--- config.mk ---
export PLATFORM = sky130hd
export DESIGN_NAME = cordic_angle_reduce_flat
export DESIGN_NICKNAME = d
export VERILOG_FILES = /design/src/rtl/cordic_angle_reduce_if.sv /design/src/rtl/cordic_angle_reduce.sv /design/src/flat_wrapper.sv
export SDC_FILE = /design/constraint.sdc
export NUM_CORES = 1
export LEC_CHECK = 0
export ABC_CLOCK_PERIOD_IN_PS = 5700
export BUFFER_PORTS_ARGS = -buffer_cell sky130_fd_sc_hd__buf_4
export CAP_MARGIN = 20
export CORE_UTILIZATION = 57
export DETAILED_ROUTE_END_ITERATION = 10
export PLACE_DENSITY = 0.93
export SLEW_MARGIN = 20
export SYNTH_ARGS = -nofsm -noshare
export SYNTH_HDL_FRONTEND = slang
export SYNTH_SLANG_ARGS = --single-unit
--- constraint.sdc ---
create_clock -name clk -period 5.7 [get_ports clk]
set_input_delay 1.14 -clock clk [delete_from_list [all_inputs] [get_ports clk]]
set_output_delay 1.14 -clock clk [all_outputs]
set_load 0.05 [all_outputs]
--- src/rtl/cordic_angle_reduce_if.sv ---
// Handshake and data bundle between the angle reducer and its neighbours:
// the upstream angle source on the input side and the CORDIC rotator on the
// output side.
interface cordic_angle_reduce_if #(
  parameter int WIDTH = 32
);
  logic             in_valid;
  logic             in_ready;
  logic [WIDTH-1:0] theta_in;
  logic             out_valid;
  logic             out_ready;
  logic [WIDTH-1:0] x_start;
  logic [WIDTH-1:0] y_start;
  logic [WIDTH-1:0] theta;
  logic             neg;

  // Upstream source and downstream sink, as seen together from the bench
  modport master (
    output in_valid, theta_in, out_ready,
    input  in_ready, out_valid, x_start, y_start, theta, neg
  );

  // The reducer itself
  modport slave (
    input  in_valid, theta_in, out_ready,
    output in_ready, out_valid, x_start, y_start, theta, neg
  );
endinterface

--- src/rtl/cordic_angle_reduce.sv ---
// Angle reduction ahead of the CORDIC rotator. Any signed Q4.28 angle is first
// wrapped into [-pi, pi) by whole turns, then folded by pi into [-pi/2, pi/2].
// When a fold happens, neg tells the post-stage to negate cos and sin.
// The constants below assume WIDTH=32 with 28 fractional bits.
module cordic_angle_reduce #(
  parameter int WIDTH = 32
) (
  input logic                  clk,
  input logic                  rst_n,
  cordic_angle_reduce_if.slave bus
);

  localparam logic signed [WIDTH-1:0] TWO_PI  = 32'sh6487ED51;
  localparam logic signed [WIDTH-1:0] PI      = 32'sh3243F6A9;
  localparam logic signed [WIDTH-1:0] HALF_PI = 32'sh1921FB54;
  localparam logic signed [WIDTH-1:0] X_INIT  = 32'sh10000000;

  typedef enum logic [1:0] {
    IDLE,
    WRAP,
    FOLD,
    DONE
  } state_t;

  state_t state;
  state_t next_state;

  logic signed [WIDTH-1:0] z;
  logic signed [WIDTH-1:0] theta_q;
  logic [WIDTH-1:0]        x_start_q;
  logic [WIDTH-1:0]        y_start_q;
  logic                    neg_q;
  logic                    out_valid_q;
  logic                    wrap_high;
  logic                    wrap_low;

  assign wrap_high = (z >= PI);
  assign wrap_low  = (z < -PI);

  // State register; reset abandons any angle still being reduced
  always_ff @(posedge clk or negedge rst_n) begin
    if (!rst_n) begin
      state <= IDLE;
    end else begin
      state <= next_state;
    end
  end

  // Next-state decode; input side is only open while idle
  always_comb begin
    next_state   = state;
    bus.in_ready = 1'b0;
    case (state)
      IDLE: begin
        bus.in_ready = 1'b1;
        if (bus.in_valid) next_state = WRAP;
      end
      WRAP: begin
        if (!wrap_high && !wrap_low) next_state = FOLD;
      end
      FOLD: begin
        next_state = DONE;
      end
      DONE: begin
        if (bus.out_ready) next_state = IDLE;
      end
      default: begin
        next_state = IDLE;
      end
    endcase
  end

  // Working angle: captured on accept, then pulled into [-pi, pi) by full turns
  always_ff @(posedge clk or negedge rst_n) begin
    if (!rst_n) begin
      z <= '0;
    end else if (state == IDLE && bus.in_valid) begin
      z <= bus.theta_in;
    end else if (state == WRAP) begin
      if (wrap_high) begin
        z <= z - TWO_PI;
      end else if (wrap_low) begin
        z <= z + TWO_PI;
      end
    end
  end

  // Result registers: loaded by the fold step, held until the rotator takes them
  always_ff @(posedge clk or negedge rst_n) begin
    if (!rst_n) begin
      theta_q     <= '0;
      neg_q       <= 1'b0;
      x_start_q   <= '0;
      y_start_q   <= '0;
      out_valid_q <= 1'b0;
    end else if (state == FOLD) begin
      if (z > HALF_PI) begin
        theta_q <= z - PI;
        neg_q   <= 1'b1;
      end else if (z < -HALF_PI) begin
        theta_q <= z + PI;
        neg_q   <= 1'b1;
      end else begin
        theta_q <= z;
        neg_q   <= 1'b0;
      end
      x_start_q   <= X_INIT;
      y_start_q   <= '0;
      out_valid_q <= 1'b1;
    end else if (state == DONE && bus.out_ready) begin
      out_valid_q <= 1'b0;
    end
  end

  assign bus.theta     = theta_q;
  assign bus.neg       = neg_q;
  assign bus.x_start   = x_start_q;
  assign bus.y_start   = y_start_q;
  assign bus.out_valid = out_valid_q;

endmodule
--- src/flat_wrapper.sv ---
// flat-port wrapper written by rule: the top's interface ports become plain ports
module cordic_angle_reduce_flat 
#(
  parameter int WIDTH = 32
)
  (clk, rst_n, bus_in_valid, bus_theta_in, bus_out_ready, bus_in_ready, bus_out_valid, bus_x_start, bus_y_start, bus_theta, bus_neg);
  cordic_angle_reduce_if #(.WIDTH(WIDTH)) bus_i ();
  input logic clk;
  input logic rst_n;
  input wire logic [$bits(bus_i.in_valid)-1:0] bus_in_valid;
  input wire logic [$bits(bus_i.theta_in)-1:0] bus_theta_in;
  input wire logic [$bits(bus_i.out_ready)-1:0] bus_out_ready;
  output wire logic [$bits(bus_i.in_ready)-1:0] bus_in_ready;
  output wire logic [$bits(bus_i.out_valid)-1:0] bus_out_valid;
  output wire logic [$bits(bus_i.x_start)-1:0] bus_x_start;
  output wire logic [$bits(bus_i.y_start)-1:0] bus_y_start;
  output wire logic [$bits(bus_i.theta)-1:0] bus_theta;
  output wire logic [$bits(bus_i.neg)-1:0] bus_neg;
  assign bus_i.in_valid = bus_in_valid;
  assign bus_i.theta_in = bus_theta_in;
  assign bus_i.out_ready = bus_out_ready;
  assign bus_in_ready = bus_i.in_ready;
  assign bus_out_valid = bus_i.out_valid;
  assign bus_x_start = bus_i.x_start;
  assign bus_y_start = bus_i.y_start;
  assign bus_theta = bus_i.theta;
  assign bus_neg = bus_i.neg;
  cordic_angle_reduce #(.WIDTH(WIDTH)) u_core (.clk(clk), .rst_n(rst_n), .bus(bus_i));
endmodule
==> out/qor.csv, run 1 <==
stage;metric;value;unit
floorplanning;die_y;112;µm
yosys;synth_cell_types;70;
critical_path;critPathLaunchType;flop;
grt;grt_pass1_vias;5998;
timing;slew_headroom;0.382;
drt;drt-total-wl;17900;µm
critical_path;arrival;5.24;ns
floorplanning;core_area;11600;µm²
floorplanning;rows;39;
grt;antenna_found_initial;0;
timing;period_needed;5.03;ns
yosys;synth_cells;856;
min_path;hp-start;u_core.bus.x_start[28]$_DFFE_PN0P_;
critical_path;crit_fanout;24;
cts;cts_tree;yes;
cts;clk_pin_slew;0.06;ns
floorplanning;fp.dieW;112;µm
layout;drive_above_1_share;0.167;
cts;numCtsBuffers;9;
yosys;yosys_warnings;0;
timing;finalHoldViolations;0;
critical_path;worstReg2RegStart;u_core.z[0]$_DFFE_PN0P_;
critical_path;worstPathRequired;5.91;ns
critical_path;reg2reg_setup_slack;0.67;ns
drt;drt_iter0_drc;500;
drt;routed_via_density;6.40;
timing;skew;0.00845;ns
timing;max_slew.worst_pin.slew;0.925;ns
min_path;whs_path_depth;1;
yosys;ys_seq_elements;69;
yosys;synth-main-ff-cell;dfrtp_1;
cts;cts_root_buf;clkbuf_16;
min_path;whs_endpoint;u_core.bus.x_start[28]$_DFFE_PN0P_;
grt;grt_first_pass_wirelength;28900;µm
drt;vias;6625;
cts;post_cts_resized;0;
critical_path;end_kind;flop;
floorplanning;boundaryPins;135;
layout;diodes;0;
status;violations;DRC;
yosys;synth_edf_count;0;
status;status;finished, violations left;
cts;htreeDepth;3;
placed_design;port_buffers;71;
placed_design;place.gp.congestion;0.997;
timing;fmax;0.199;GHz
timing;setup_violations;0;
critical_path;critical_path_class;flop to flop;
layout;area_delta_synth_final;8.86;%
floorplanning;start_util;0.596;
layout;nets;962;
critical_path;r2r-end;u_core.z[28]$_DFFE_PN0P_;
drt;wl_per_cell;17.3;µm
drt;dr.pass1.iters;11;
grt;grt_overflow;0;
yosys;yosysSeqAreaShare;0.250;
yosys;synthArstFlopShare;1.00;
timing;drv_slew;0;
cts;cts_hold_buf;0;
yosys;synth_area;6920;µm²
flow_run;drv_cap;0;
grt;grt_use_total;0.286;
grt;grt_max_degree;70;
placed_design;place_hpwl;13000;µm
cts;clkSinkCount;69;
timing;tns;0;ns
min_path;hold_class;flop to flop;
cts;clock_latency;0.35;ns
cts;postCtsSetupBuffers;0;
timing;rsz0062_at_grt;no;
drt;ant_nets;0;
yosys;syn_avg_cell_area;8.08;µm²
floorplanning;die_area;12600;µm²
cts;cts_buffer_depth;2;
critical_path;rr_worst_depth;18;
drt;drc;5;
timing;period_share;0.882;
[Yosys cell counts, drive strengths merged, types with 6 or more instances]
library cell   n  area [µm²]
o21ai         42         210
nand4          8        50.1
xnor2         32         280
nor3          15        75.1
a211oi        12        90.1
nor2          57         216
nand2         82         308
a31oi         18         113
a22oi          8        60.1
buf           79         574
a2bb2oi        6        52.6
a21oi         53         284
o21a           9        67.6
o21bai         6        45.0
and2           9        56.3
and3          11        68.8
mux2          26         293
dfrtp         69        1730
clkbuf        44         165
a21o          23         173
o211ai        17         128
a41oi          7        61.3
or2           11        68.8
inv           22        82.6
xor2          13         114
nand3         32         160
mux2i         19         190
ha            38         475
nor4          13         100
a32oi          7        61.3
[state kept, by name, summed over array words and instances, names as in the netlist]
| name | flops |
|---|---|
| u_core.state | 2 |
| u_core.bus.out_valid | 1 |
| u_core.bus.theta | 32 |
| u_core.z | 32 |
| u_core.bus.neg | 1 |
| u_core.bus.x_start | 1 |
[cells by family (layout without fill, tap and decap cells)]
family                     Yosys count  after routing  synth area share
and+or+nand+nor                    263            263             0.187
AOI/OAI and AO/OA                  248            248             0.245
buffers and inverters              146            120             0.119
DFF                                 69             69             0.250
xor gates and xnor gates            45             45            0.0570
muxes                               45             45            0.0698
adders and majority gates           39             39            0.0716
other                                1             63          0.000542
[worst max-delay path by stage]
stage                             from                       end  slack [ns]  cells past startpoint
2_1_floorplan  u_core.z[0]$_DFFE_PN0P_  u_core.z[30]$_DFFE_PN0P_        1.06                     18
3_3_place_gp   u_core.z[0]$_DFFE_PN0P_  u_core.z[29]$_DFFE_PN0P_        0.94                     18
3_5_place_dp   u_core.z[0]$_DFFE_PN0P_  u_core.z[28]$_DFFE_PN0P_        0.83                     18
4_1_cts        u_core.z[0]$_DFFE_PN0P_  u_core.z[29]$_DFFE_PN0P_        0.78                     18
5_1_grt        u_core.z[0]$_DFFE_PN0P_  u_core.z[28]$_DFFE_PN0P_        0.32                     18
6_report       u_core.z[0]$_DFFE_PN0P_  u_core.z[28]$_DFFE_PN0P_        0.67                     18
[cell usage in the layout, fill, tap and decap left out, types with 6 or more instances in the layout]
cell type   n
a211oi_1   12
a21o_1     23
a21oi_1    50
a22oi_1     8
a2bb2oi_1   6
a31oi_1    18
a32oi_1     7
a41oi_1     7
and2_1      9
and3_1     11
buf_4      81
clkbuf_16   9
conb_1     63
dfrtp_1    69
ha_1       38
inv_1      21
mux2_2     26
mux2i_1    19
nand2_1    82
nand3_1    32
nand4_1     8
nor2_1     56
nor3_1     15
nor4_1     10
o211ai_1   17
o21a_1      9
o21ai_0    40
o21bai_1    6
or2_2      10
xnor2_1    32
xor2_1     13
[stage by stage]
step | setup slack [ns] | hold slack [ns] | util | cells | area, µm²
2_1_floorplan | 1.06 | 0.534 | - | 918 | 7150
3_3_place_gp | 0.943 | 0.453 | 0.620 | 1019 | 7200
3_5_place_dp | 0.829 | 0.454 | 0.620 | 1019 | 7200
4_1_cts | 0.776 | 0.471 | 0.648 | 1035 | 7530
5_1_grt | 0.319 | 0.493 | 0.648 | 1035 | 7530
6_report | 0.671 | 0.462 | 0.648 | 1035 | 7530
[cell type report]
class | count | area (µm²)
clock buffers | 10 | 239
clock inverters | 6 | 86.3
fillers | 974 | 4080
inverters | 23 | 86.3
multi-input cells | 703 | 4600
flip-flops and latches | 69 | 1730
well taps | 143 | 179
repair buffers | 81 | 608
[critical path: stages, from the launching register on]
cell	delay, ns
dfrtp_1	0.47
inv_1	0.21
ha_1	0.20
nand2b_1	0.10
a2111oi_1	0.61
nor3_1	0.16
o21ai_0	0.18
o211ai_1	0.11
buf_4	0.23
inv_2	0.40
ha_1	0.40
a21o_1	0.20
a21o_1	0.18
or3_1	0.30
a211oi_1	0.19
o21ai_0	0.25
a211oi_1	0.37
mux2i_1	0.22
o211ai_1	0.09
[layer usage]
metal | wire length [µm] | part of all wire | global-route usage
met1 | 7260 | 0.41 | 0.377
met2 | 8190 | 0.46 | 0.449
met3 | 1850 | 0.10 | 0.0659
met4 | 553 | 0.031 | 0.127
met5 | 0 | 0 | 0
Power of run 1 is left out: the tool's default activity adds up to more than one toggle a clock period on the data nets, which glitch-free logic cannot reach.
==> run 2, diff against run 1 <==
- ABC_CLOCK_PERIOD_IN_PS: 5700 -> 5800
- CELL_PAD_IN_SITES_DETAIL_PLACEMENT: not set -> 0
- CELL_PAD_IN_SITES_GLOBAL_PLACEMENT: not set -> 2
- CORE_UTILIZATION: 57 -> 36
- CTS_BUF_LIST: not set -> sky130_fd_sc_hd__clkbuf_4 sky130_fd_sc_hd__clkbuf_8
- PLACE_DENSITY: 0.93 -> 0.95
- clock period: 5.7 -> 5.8 ns (I/O delays scaled with it)
==> run 2 against run 1 <==
Net effect:
- the run now ends clean
- critical path depth unchanged
- clock-buffer cell count rose by 3
- final area is 0.17% lower
- wire length up 8.0%
- setup slack worse by 0.040 ns
- fmax down 2.7%
- worst hold slack better by 0.010 ns
- utilization fell by 25 points
- clock skew rose by 0.0041 ns
- highest routed layer unchanged
==> out/qor.csv, run 2 (same netlist as run 1, synthesis figures left out) <==
stage;metric;value;unit
floorplanning;core_area;18800;µm²
critical_path;arrival;5.41;ns
drt;dr.pass1.iters;5;
drt;drt-total-wl;19300;µm
drt;wl_per_cell;17.1;µm
critical_path;r2r-end;u_core.z[29]$_DFFE_PN0P_;
min_path;hp-start;u_core.bus.x_start[28]$_DFFE_PN0P_;
layout;multi_input_comb_area;4610;µm²
cts;htreeDepth;3;
cts;clkSinkCount;69;
drt;ant_nets;0;
floorplanning;rows;50;
layout;mostFrequentLayoutCells;nand2_1, buf_4, dfrtp_1;
timing;skew;0.0126;ns
layout;drive_above_1_share;0.168;
grt;grt_use_total;0.200;
critical_path;worstPathRequired;6.04;ns
timing;rsz0062_at_grt;no;
cts;numCtsBuffers;9;
timing;slew_headroom;0.376;
cts;post_cts_resized;0;
cts;cts_tree;yes;
critical_path;critical_path_class;flop to flop;
placed_design;port_buffers;71;
layout;fill_cells;1937;
timing;drv_slew;0;
floorplanning;fp.dieW;141;µm
layout;area_delta_synth_final;8.68;%
timing;period_needed;5.17;ns
timing;period_share;0.891;
layout;diodes;0;
cts;clock_latency;0.38;ns
placed_design;dp_slack;0.725;ns
grt;grt_first_pass_wirelength;31500;µm
grt;grt_overflow;0;
timing;max_slew.worst_pin.slew;0.934;ns
timing;tns;0;ns
cts;cts_root_buf;clkbuf_8;
layout;instances_no_fill;1126;
grt;antenna_found_initial;0;
cts;postCtsSetupBuffers;0;
grt;grt_pass1_vias;5990;
drt;drc;0;
min_path;whs_path_depth;1;
floorplanning;die_area;19800;µm²
min_path;hold_class;flop to flop;
floorplanning;boundaryPins;135;
layout;final_core_util;0.401;
cts;cts_hold_buf;0;
critical_path;critPathLaunchType;flop;
timing;finalWorstSetupSlack;0.631;ns
timing;fmax;0.193;GHz
floorplanning;start_util;0.369;
critical_path;crit_fanout;24;
flow_run;drv_cap;0;
cts;cts_buffer_depth;2;
min_path;whs_endpoint;u_core.bus.x_start[28]$_DFFE_PN0P_;
layout;nets;963;
placed_design;place.gp.congestion;0.921;
placed_design;place_hpwl;14200;µm
critical_path;rr_worst_depth;18;
drt;routed_via_density;5.54;
cts;clk_pin_slew;0.08;ns
placed_design;dp.cells;1111;
layout;regArea;1730;µm²
drt;vias;6239;
critical_path;end_kind;flop;
critical_path;reg2reg_setup_slack;0.63;ns
drt;drt_iter0_drc;477;
grt;grt_max_degree;70;
timing;setup_violations;0;
critical_path;worstReg2RegStart;u_core.z[0]$_DFFE_PN0P_;
status;status;complete, no violations;
floorplanning;die_y;141;µm
timing;finalHoldViolations;0;
-- run 2: how the worst max path moves through the flow --
stage	startpoint	endpoint	slack (ns)	cells after the start
final	u_core.z[0]$_DFFE_PN0P_	u_core.z[29]$_DFFE_PN0P_	0.63	18
after global routing	u_core.z[0]$_DFFE_PN0P_	u_core.z[29]$_DFFE_PN0P_	0.24	18
after CTS	u_core.z[0]$_DFFE_PN0P_	u_core.z[29]$_DFFE_PN0P_	0.70	18
after detailed placement	u_core.z[0]$_DFFE_PN0P_	u_core.z[29]$_DFFE_PN0P_	0.73	18
after global placement	u_core.z[0]$_DFFE_PN0P_	u_core.z[29]$_DFFE_PN0P_	0.83	18
after floorplan	u_core.z[0]$_DFFE_PN0P_	u_core.z[30]$_DFFE_PN0P_	1.16	18
-- run 2: area by class of cell --
type                       instances  area share
clock buffer                      13      0.0205
clock inverter                     2     0.00466
inverter                          23      0.0115
multi-input combinational        703       0.613
sequential                        69       0.230
tap                              234      0.0389
timing repair buffer              82      0.0819
-- run 2: metrics by stage --
| stage | area, µm² | hold WS [ns] |
|---|---|---|
| floorplan | 7150 | 0.534 |
| global placement | 7330 | 0.454 |
| detailed placement | 7330 | 0.452 |
| CTS | 7520 | 0.475 |
| global route | 7520 | 0.488 |
| finish | 7520 | 0.472 |
-- run 2: worst max-delay path: stages (launching register included) --
cell and delay (ns):
dfrtp_1 0.50, inv_1 0.21, ha_1 0.20, nand2b_1 0.09
a2111oi_1 0.62, nor3_1 0.15, o21ai_0 0.18, o211ai_1 0.10
buf_4 0.23, inv_2 0.39, ha_1 0.38, a21oi_1 0.18
nor2_1 0.06, a211o_1 0.29, o21ai_0 0.52, nand3_1 0.27
a41oi_1 0.32, mux2i_1 0.23, o211ai_1 0.10
-- run 2: per-layer routing --
metal,vias to the layer above,share of wire,GRT usage
met4,0,0.019,0.0721
li1,3060,-,-
met5,-,0,0
met2,182,0.46,0.332
met1,2973,0.48,0.270
met3,24,0.043,0.0194
Power of run 2 is left out for the same reason.
==> run 3, diff against run 2 <==
- PLACE_DENSITY: 0.95 -> 0.93
==> run 3 against run 2 <==
Net effect:
- wire length fell by 0.34%
- via count rose by 0.35%
- clock-buffer cell count rose by 1
- critical path depth did not move
- non-clock buffer count rose by 1
- die area did not move
- setup slack improved by 0.037 ns
- utilization barely moved
- clock skew barely moved
- cell count barely moved
- critical path type unchanged
- critical endpoint unchanged
- highest routed layer unchanged
==> out/qor.csv, run 3 (same netlist as run 1, synthesis figures left out) <==
stage;metric;value;unit
layout;mostFrequentLayoutCells;buf_4, nand2_1, dfrtp_1;
cts;postCtsSetupBuffers;0;
critical_path;crit_fanout;24;
floorplanning;start_util;0.369;
critical_path;path_delay_family;compound AO/OA/AOI/OAI gates;
critical_path;critPathLaunchType;flop;
drt;wl_per_cell;17.0;µm
timing;rsz0062_at_grt;no;
placed_design;port_buffers;71;
floorplanning;core_area;18800;µm²
drt;routed_via_density;5.56;
timing;setup_violations;0;
cts;cts_buffer_depth;2;
grt;grt_overflow;0;
drt;drc;0;
critical_path;end_kind;flop;
drt;drt_iter0_drc;508;
min_path;hold_class;flop to flop;
grt;grt_pass1_vias;5866;
critical_path;worstPathRequired;6.04;ns
cts;cts_hold_buf;0;
min_path;hp-start;u_core.bus.x_start[28]$_DFFE_PN0P_;
cts;cts_root_buf;clkbuf_8;
timing;fmax;0.195;GHz
grt;antenna_found_initial;0;
grt;grt_max_degree;70;
timing;max_slew.worst_pin.slew;0.950;ns
cts;post_cts_resized;0;
layout;nets;964;
critical_path;critical_path_class;flop to flop;
timing;finalHoldViolations;0;
timing;tns;0;ns
status;status;complete, no violations;
cts;clock_latency;0.37;ns
placed_design;place_hpwl;14100;µm
placed_design;place.gp.congestion;0.924;
critical_path;rr_worst_depth;18;
flow_run;drv_cap;0;
critical_path;cpPeakStageDelay;0.63;ns
cts;htreeDepth;3;
critical_path;reg2reg_setup_slack;0.67;ns
floorplanning;boundaryPins;135;
layout;diodes;0;
floorplanning;rows;50;
cts;clk_pin_slew;0.08;ns
min_path;whs_endpoint;u_core.bus.x_start[28]$_DFFE_PN0P_;
cts;cts_tree;yes;
critical_path;worstReg2RegStart;u_core.z[0]$_DFFE_PN0P_;
drt;ant_nets;0;
critical_path;crit_path_cell_trace;inv_1, ha_1, nand2b_1, a2111oi_1, nor3_1, o21ai_0, o211ai_1, buf_4, inv_2, ha_1, nand4_1, nor2_1, a211o_1, o21ai_0, nand3_1, a41oi_1, mux2i_1, o211ai_1;
timing;drv_slew;0;
floorplanning;die_y;141;µm
cts;numCtsBuffers;9;
critical_path;crit_slowest_cell;a2111oi_1;
timing;period_share;0.885;
critical_path;arrival;5.38;ns
grt;grt_first_pass_wirelength;30700;µm
cts;clkSinkCount;69;
layout;drive_above_1_share;0.169;
timing;period_needed;5.13;ns
floorplanning;fp.dieW;141;µm
grt;grt_use_total;0.196;
layout;layout_commonest_cell;buf_4;
drt;dr.pass1.iters;5;
layout;area_delta_synth_final;8.74;%
floorplanning;die_area;19800;µm²
timing;slew_headroom;0.365;
critical_path;critPathBufInv;3;
layout;fill_cells;1940;
critical_path;r2r-end;u_core.z[29]$_DFFE_PN0P_;
min_path;whs_path_depth;1;
timing;skew;0.0129;ns
drt;vias;6261;
drt;drt-total-wl;19200;µm
==> run 3: metal layers <==
layer | track usage | vias up | wire length (µm)
met5 | 0 | - | 0
met4 | 0.0801 | 0 | 507
met3 | 0.0265 | 29 | 924
met2 | 0.307 | 210 | 8660
met1 | 0.271 | 2967 | 9120
li1 | - | 3055 | -
==> run 3: cell type report <==
| class | count | area [µm²] | area share |
|---|---|---|---|
| well taps | 234 | 293 | 0.0389 |
| repair buffers | 83 | 623 | 0.0828 |
| clock buffers | 14 | 180 | 0.0240 |
| flip-flops and latches | 69 | 1730 | 0.230 |
| clock inverters | 1 | 5.00 | 0.000665 |
| multi-input cells | 703 | 4610 | 0.613 |
| inverters | 23 | 86.3 | 0.0115 |
==> run 3: worst max-delay path by stage <==
stage	start	to	slack (ns)	depth (start not counted)
2_1_floorplan	u_core.z[0]$_DFFE_PN0P_	u_core.z[30]$_DFFE_PN0P_	1.16	18
3_3_place_gp	u_core.z[0]$_DFFE_PN0P_	u_core.z[29]$_DFFE_PN0P_	0.82	18
3_5_place_dp	u_core.z[0]$_DFFE_PN0P_	u_core.z[29]$_DFFE_PN0P_	0.71	18
4_1_cts	u_core.z[0]$_DFFE_PN0P_	u_core.z[29]$_DFFE_PN0P_	0.68	18
5_1_grt	u_core.z[0]$_DFFE_PN0P_	u_core.z[30]$_DFFE_PN0P_	0.26	18
6_report	u_core.z[0]$_DFFE_PN0P_	u_core.z[29]$_DFFE_PN0P_	0.67	18
==> run 3: stage by stage <==
step	cells	hold WS [ns]	utilization	instance area (µm²)	setup slack [ns]
6_report	1127	0.473	0.401	7520	0.668
5_1_grt	1127	0.513	0.401	7520	0.259
4_1_cts	1127	0.476	0.401	7520	0.680
3_5_place_dp	1112	0.454	0.391	7340	0.706
3_3_place_gp	1112	0.450	0.391	7340	0.820
2_1_floorplan	918	0.534	-	7150	1.16
Power of run 3 is left out for the same reason.
